==> config.mk <==
export PLATFORM = sky130hd
export DESIGN_NAME = alu_sequencer
export DESIGN_NICKNAME = d
export VERILOG_FILES = /design/src/rtl/alu_seq_pkg.sv /design/src/rtl/alu_sequencer_alu.sv /design/src/rtl/alu_sequencer.sv
export SDC_FILE = /design/constraint.sdc
export NUM_CORES = 1
export LEC_CHECK = 0
export ABC_CLOCK_PERIOD_IN_PS = 3360
export CORE_UTILIZATION = 35
export CTS_CLUSTER_SIZE = 30
export DETAILED_ROUTE_END_ITERATION = 6
export GPL_TIMING_DRIVEN = 0
export SYNTH_ARGS = -nofsm -noshare
export SYNTH_HDL_FRONTEND = slang
export SYNTH_HIERARCHICAL = 1
export SYNTH_SLANG_ARGS = --single-unit
==> constraint.sdc <==
create_clock -name clk -period 3.36 [get_ports clk]
set_clock_uncertainty 0.15 [all_clocks]
set_input_delay 0.336 -clock clk [delete_from_list [all_inputs] [get_ports clk]]
set_output_delay 0.336 -clock clk [all_outputs]
set_load 0.02 [all_outputs]
==> src/rtl/alu_seq_pkg.sv <==
// Shared encodings for the ALU micro-sequencer: instruction classes, system
// sub-codes, ALU selects, FSM states and a field decoder for program words.
package alu_seq_pkg;

    localparam int DATA_W   = 8;
    localparam int INSTR_W  = 16;
    localparam int NUM_REGS = 4;

    typedef enum logic [1:0] {
        CLS_ALU = 2'b00,
        CLS_LDI = 2'b01,
        CLS_BRZ = 2'b10,
        CLS_SYS = 2'b11
    } cls_e;

    typedef enum logic [1:0] {
        SYS_HALT = 2'b00,
        SYS_JMP  = 2'b01,
        SYS_IN   = 2'b10,
        SYS_OUT  = 2'b11
    } sys_e;

    typedef enum logic [1:0] {
        OP_PASS = 2'b00,
        OP_SUB  = 2'b01,
        OP_SHL  = 2'b10,
        OP_AND  = 2'b11
    } alu_op_e;

    typedef enum logic [2:0] {
        ST_IDLE     = 3'd0,
        ST_FETCH    = 3'd1,
        ST_EXEC     = 3'd2,
        ST_WAIT_IN  = 3'd3,
        ST_WAIT_OUT = 3'd4
    } state_e;

    // Every field view of a program word; which ones matter depends on cls.
    typedef struct packed {
        cls_e              cls;
        sys_e              sub;
        alu_op_e           op;
        logic [1:0]        ldi_dst;
        logic [1:0]        alu_dst;
        logic [1:0]        io_reg;
        logic [1:0]        src_a;
        logic [1:0]        src_b;
        logic [DATA_W-1:0] imm;
    } decoded_t;

    function automatic decoded_t decode(input logic [INSTR_W-1:0] word);
        decoded_t d;
        d.cls     = cls_e'(word[15:14]);
        d.sub     = sys_e'(word[13:12]);
        d.op      = alu_op_e'(word[13:12]);
        d.ldi_dst = word[13:12];
        d.alu_dst = word[11:10];
        d.io_reg  = word[11:10];
        d.src_a   = word[9:8];
        d.src_b   = word[7:6];
        d.imm     = word[7:0];
        return d;
    endfunction

endpackage

==> src/rtl/alu_sequencer_alu.sv <==
// Combinational 8-bit ALU; z is the condition bit the sequencer latches
// into its flag, and its meaning changes with the select.
module ALU
    import alu_seq_pkg::*;
(
    input  logic [DATA_W-1:0] a,
    input  logic [DATA_W-1:0] b,
    input  alu_op_e           s,
    output logic [DATA_W-1:0] c,
    output logic              z
);

    always_comb begin
        c = '0;
        z = 1'b0;
        case (s)
            OP_PASS: begin
                c = a;
                z = (a > b);
            end
            OP_SUB: begin
                c = b - a;
                z = (a != b);
            end
            OP_SHL: begin
                c = {b[DATA_W-2:0], a[0]};
                z = (a <= b);
            end
            OP_AND: begin
                c = a & b;
                z = |(a & b);
            end
            default: begin
                c = '0;
                z = 1'b0;
            end
        endcase
    end

endmodule

==> src/rtl/alu_sequencer.sv <==
// Micro-sequencer: fetches 16-bit words from a synchronous ROM and runs ALU,
// load-immediate, branch and byte-stream I/O instructions on four registers.
module alu_sequencer
    import alu_seq_pkg::*;
#(
    parameter int PC_W = 6
) (
    input  logic              clk,
    input  logic              rst_n,
    input  logic              start,
    output logic              busy,
    output logic              done,
    output logic [PC_W-1:0]   prog_addr,
    input  logic [INSTR_W-1:0] prog_data,
    input  logic [DATA_W-1:0] in_data,
    input  logic              in_valid,
    output logic              in_ready,
    output logic [DATA_W-1:0] out_data,
    output logic              out_valid,
    input  logic              out_ready,
    output logic              flag
);

    localparam logic [PC_W-1:0] PC_STEP = PC_W'(1);

    state_e            state;
    logic [DATA_W-1:0] regs [NUM_REGS];
    logic [PC_W-1:0]   pc;
    logic [1:0]        in_dst;

    decoded_t          dec;
    logic [PC_W-1:0]   target;
    logic [PC_W-1:0]   pc_inc;
    logic [DATA_W-1:0] alu_a;
    logic [DATA_W-1:0] alu_b;
    logic [DATA_W-1:0] alu_c;
    logic              alu_z;

    assign dec       = decode(prog_data);
    assign target    = prog_data[PC_W-1:0];
    assign pc_inc    = pc + PC_STEP;
    assign prog_addr = pc;
    assign alu_a     = regs[dec.src_a];
    assign alu_b     = regs[dec.src_b];

    ALU u_alu (
        .a (alu_a),
        .b (alu_b),
        .s (dec.op),
        .c (alu_c),
        .z (alu_z)
    );

    // The ROM word read during FETCH is valid throughout EXEC, so every
    // instruction commits its result and next pc on the EXEC edge.
    always_ff @(posedge clk or negedge rst_n) begin
        if (!rst_n) begin
            state     <= ST_IDLE;
            pc        <= '0;
            flag      <= 1'b0;
            in_dst    <= '0;
            busy      <= 1'b0;
            done      <= 1'b0;
            in_ready  <= 1'b0;
            out_valid <= 1'b0;
            out_data  <= '0;
            for (int i = 0; i < NUM_REGS; i++) begin
                regs[i] <= '0;
            end
        end else begin
            done <= 1'b0;
            case (state)
                ST_IDLE: begin
                    if (start) begin
                        pc    <= '0;
                        busy  <= 1'b1;
                        state <= ST_FETCH;
                    end
                end

                ST_FETCH: begin
                    state <= ST_EXEC;
                end

                ST_EXEC: begin
                    state <= ST_FETCH;
                    case (dec.cls)
                        CLS_ALU: begin
                            regs[dec.alu_dst] <= alu_c;
                            flag              <= alu_z;
                            pc                <= pc_inc;
                        end
                        CLS_LDI: begin
                            regs[dec.ldi_dst] <= dec.imm;
                            pc                <= pc_inc;
                        end
                        CLS_BRZ: begin
                            pc <= flag ? target : pc_inc;
                        end
                        CLS_SYS: begin
                            case (dec.sub)
                                SYS_HALT: begin
                                    busy  <= 1'b0;
                                    done  <= 1'b1;
                                    state <= ST_IDLE;
                                end
                                SYS_JMP: begin
                                    pc <= target;
                                end
                                SYS_IN: begin
                                    in_dst   <= dec.io_reg;
                                    in_ready <= 1'b1;
                                    state    <= ST_WAIT_IN;
                                end
                                SYS_OUT: begin
                                    out_data  <= regs[dec.io_reg];
                                    out_valid <= 1'b1;
                                    state     <= ST_WAIT_OUT;
                                end
                                default: begin
                                    state <= ST_IDLE;
                                end
                            endcase
                        end
                        default: begin
                            state <= ST_IDLE;
                        end
                    endcase
                end

                ST_WAIT_IN: begin
                    if (in_valid) begin
                        regs[in_dst] <= in_data;
                        in_ready     <= 1'b0;
                        pc           <= pc_inc;
                        state        <= ST_FETCH;
                    end
                end

                // out_data was latched in EXEC and stays put until accepted.
                ST_WAIT_OUT: begin
                    if (out_ready) begin
                        out_valid <= 1'b0;
                        pc        <= pc_inc;
                        state     <= ST_FETCH;
                    end
                end

                default: begin
                    busy      <= 1'b0;
                    in_ready  <= 1'b0;
                    out_valid <= 1'b0;
                    state     <= ST_IDLE;
                end
            endcase
        end
    end

endmodule

==> flow_summary.ini <==
[placement]
port_buffers = 45
gp_congestion = 0.957
dp_hpwl_um = 9680

[yosys]
ys_seq_area_share_pct = 31.8
synth_area_um2 = 4410
synthMuxAreaShare_pct = 26.6
synth.distinct_cells = 58
synth-seq-cells = 56
async_flop_share_pct = 100
syn_nets = 460
synth_area_per_cell_um2 = 10.8
synthFlopType = dfrtp_1
syn_inst = 407
synth_top_family_by_area = multiplexers
synth_edf_count = 0
yosys.area_share.simple_pct = 11.4
synth_xor_area_share_pct = 1.39
synthAdderAreaFrac_pct = 6.98
synth-compound-area-share_pct = 16.7
yosysWarnings = 6

[run]
cap_violations = 0

[floorplan]
row_count = 40
die_w_um = 114
io_pins = 48
dieArea_um2 = 13100
initial_core_util_pct = 36.3
fp.coreArea_um2 = 12200
die_h_um = 114

[power_and_ir_drop]
max-vdd-ir-drop_mv = 0.365
powerDensity_nw_per_um2 = 858
p_leak_uw = 0.00242

[worst_hold_path]
min_path_type = reg2reg
hold_depth = 1

[drt]
wl_um = 14100
via_per_inst = 6.11
first_pass_iters = 7
drtIter0Drc = 437
drc = 0
wl_per_cell_um = 22.0
ant_nets = 0
via_count = 3938

[run_status]
status = finished with violations
violations = negative setup slack

[clock_network]
root_buffer = clkbuf_16
cts_buffers = 5
clk_latency_ns = 0.31
cts-htree-levels = 2
clkSinkCount = 56
path_clk_slew_ns = 0.07
cts_tree = done
clockBufferDepth = 2

[setup_path]
worstSetupStartpointType = input port
critPathRequiredTime_ns = 3.40
cp.depth = 13
worstPathArrival_ns = 3.44
crit_path_frequent_cell = mux4_2
cp-end-kind = flop
path_cells = dlygate4sd2_1 > clkbuf_8 > buf_4 > mux4_2 > ha_2 > a21oi_1 > nand2_4 > a31oi_4 > xnor2_1 > mux4_2 > a221oi_2 > nor2_1 > mux2_4
crit_fanout = 6
cpLargestDelayFamily = multiplexers
rr_worst_depth = 13
critPathMaxStageDelay_ns = 0.49
critPathBufInv = 3
critPathSlowestCell = mux4_2
timing_worst_setup_path_type = in2reg

[layout]
antenna_cells = 0
fin_util_pct = 45.3
drive_gt1_share_pct = 24.6
synthToLayoutAreaGrowth_pct = 25.0
fin_nets = 529
regArea_um2 = 1400
nFillCells = 1152
multi_input_area_um2 = 2900

[sta]
tightest_slew_ns = 1.34
period_minus_slack_ns = 3.40
layout_setup_ws_ns = -0.0372
finalSetupViolations = 1
rsz0062_at_grt = true
maxSlewHeadroom_pct = 10.2
fin_crit_sh_pct = 101
holdWs_ns = 0.356
max_freq_mhz = 294
hold_viol = 0
slew_viol_final = 0

[global_route]
overflow = 0
grt_start_max_net_pins = 31
first_global_vias = 3806
antenna_found_initial = 0
grt_first_pass_wirelength_um = 21600
grt_util_all_layers_pct = 22.4
==> power by group <==
part	switching, µW	leakage, µW	internal, µW
combinational	1470	0.00162	1480
clock	256	0.0000760	314
sequential	257	0.000729	947
total	1990	0.00242	2740
==> cell families after synthesis <==
kind of cell	count (synthesis)
simple gates	95
fa+ha+maj	24
buf+inv	54
compound gates	95
mux	76
xor+xnor	7
flops	56
==> worst reg2reg max path: cells and delay by family (launching register included) <==
family	cells	cell delay [ns]
adder cells (fa/ha/maj)	2	0.50
AO/OA/AOI/OAI	2	0.47
buffers and inverters	2	0.14
XOR/XNOR	1	0.08
multiplexers	3	1.28
AND/OR/NAND/NOR	3	0.23
flip-flops	1	0.41
==> what timing repair did <==
| item | CTS | global route |
|---|---|---|
| hold endpoints to repair | 26 | 0 |
| cloned | 1 | 0 |
| resized for setup | 16 | 17 |
| pin swaps | 1 | 9 |
| setup endpoints to repair | 25 | 10 |
| buffers inserted | 9 | 5 |
| hold buffers | 1 | 0 |
==> Yosys cell counts, drive strengths merged (2+ instances only) <==
cell type / count / area share [%]
inv: 37 / 3.1
nor4: 4 / 0.71
o21ai: 12 / 1.4
and3: 5 / 0.74
nand2: 26 / 2.2
and2: 2 / 0.34
a31oi: 7 / 0.99
nand3: 11 / 1.5
nor3: 3 / 0.34
mux2i: 24 / 5.4
a21oi: 20 / 2.3
nor2: 25 / 2.1
dfrtp: 56 / 32
a222oi: 22 / 5.0
mux2: 21 / 5.4
nand3b: 6 / 1.1
buf: 11 / 1.4
nand2b: 3 / 0.48
ha: 23 / 6.5
a21boi: 2 / 0.34
o211ai: 3 / 0.82
a32oi: 2 / 0.40
mux4: 31 / 16
xor2: 4 / 0.79
a21o: 4 / 0.68
or3: 2 / 0.40
clkbuf: 6 / 0.51
a221oi: 11 / 2.3
xnor2: 3 / 0.60
or2b: 2 / 0.34
o2bb2ai: 2 / 0.40
nor2b: 3 / 0.48
==> layout make-up <==
type,count,share of cell area (%)
plain buffers,17,2.13
clock buffers,7,2.77
inverters,37,2.52
multi-input cells,297,52.6
flip-flops and latches,56,25.4
well taps,168,3.81
repair buffers,62,10.8
==> worst paths after layout <==
kind / from / to / slack [ns]
worst min register to register: out_data[6] / out_data[6] / 0.36
min in group asynchronous: rst_n / prog_addr[0] / 0.46
worst max-delay path: prog_data[7] / regs[22] / -0.04
worst min-delay path: out_data[6] / out_data[6] / 0.36
max in group asynchronous: rst_n / regs[29] / 2.00
worst max register to register: regs[24] / regs[22] / 0
==> cell usage in the layout (no fill, tap or decap), drive strengths merged, types with 2 or more instances in the layout <==
cell type and n:
a21boi 2, a21o 4, a21oi 20, a221oi 11, a222oi 22, a31oi 7, a32oi 2, and2 2
and3 5, buf 29, clkbuf 13, clkdlybuf4s50 42, dfrtp 56, ha 23, inv 37, mux2 21
mux2i 24, mux4 31, nand2 26, nand2b 3, nand3 11, nand3b 6, nor2 25, nor2b 3
nor3 3, nor4 4, o211ai 3, o21ai 12, o2bb2ai 2, or2b 2, or3 2, xnor2 3
xor2 4
==> layer usage <==
metal  up-vias  routed length (µm)  global-route usage (%)
met1      1963                6050                    30.8
met5         -                   0                       0
li1       1736                   -                       -
met4         0                 355                    7.53
met2       208                6430                    34.8
met3        31                1300                    4.92
==> state kept, by name, indices dropped and copies added (netlist names) <==
register / count
regs: 32
out_data: 8
prog_addr: 6
state: 3
in_dst: 2
busy: 1
done: 1
flag: 1
in_ready: 1
out_valid: 1
==> stage by stage <==
| step | area, µm² | instances | total power (µW) | TNS, ns | setup WS (ns) |
|---|---|---|---|---|---|
| 6_report | 5510 | 644 | 4730 | -0.0372 | -0.0372 |
| 5_1_grt | 5510 | 644 | 5020 | -0.485 | -0.136 |
| 4_1_cts | 5420 | 639 | 4520 | -0.000671 | -0.000671 |
| 3_5_place_dp | 5100 | 621 | 3750 | -15.50 | -0.934 |
| 3_3_place_gp | 5090 | 620 | 3690 | -26.82 | -0.943 |
| 2_1_floorplan | 4430 | 407 | 3030 | -0.0295 | -0.0295 |
Power figures use the tool's default switching activity.
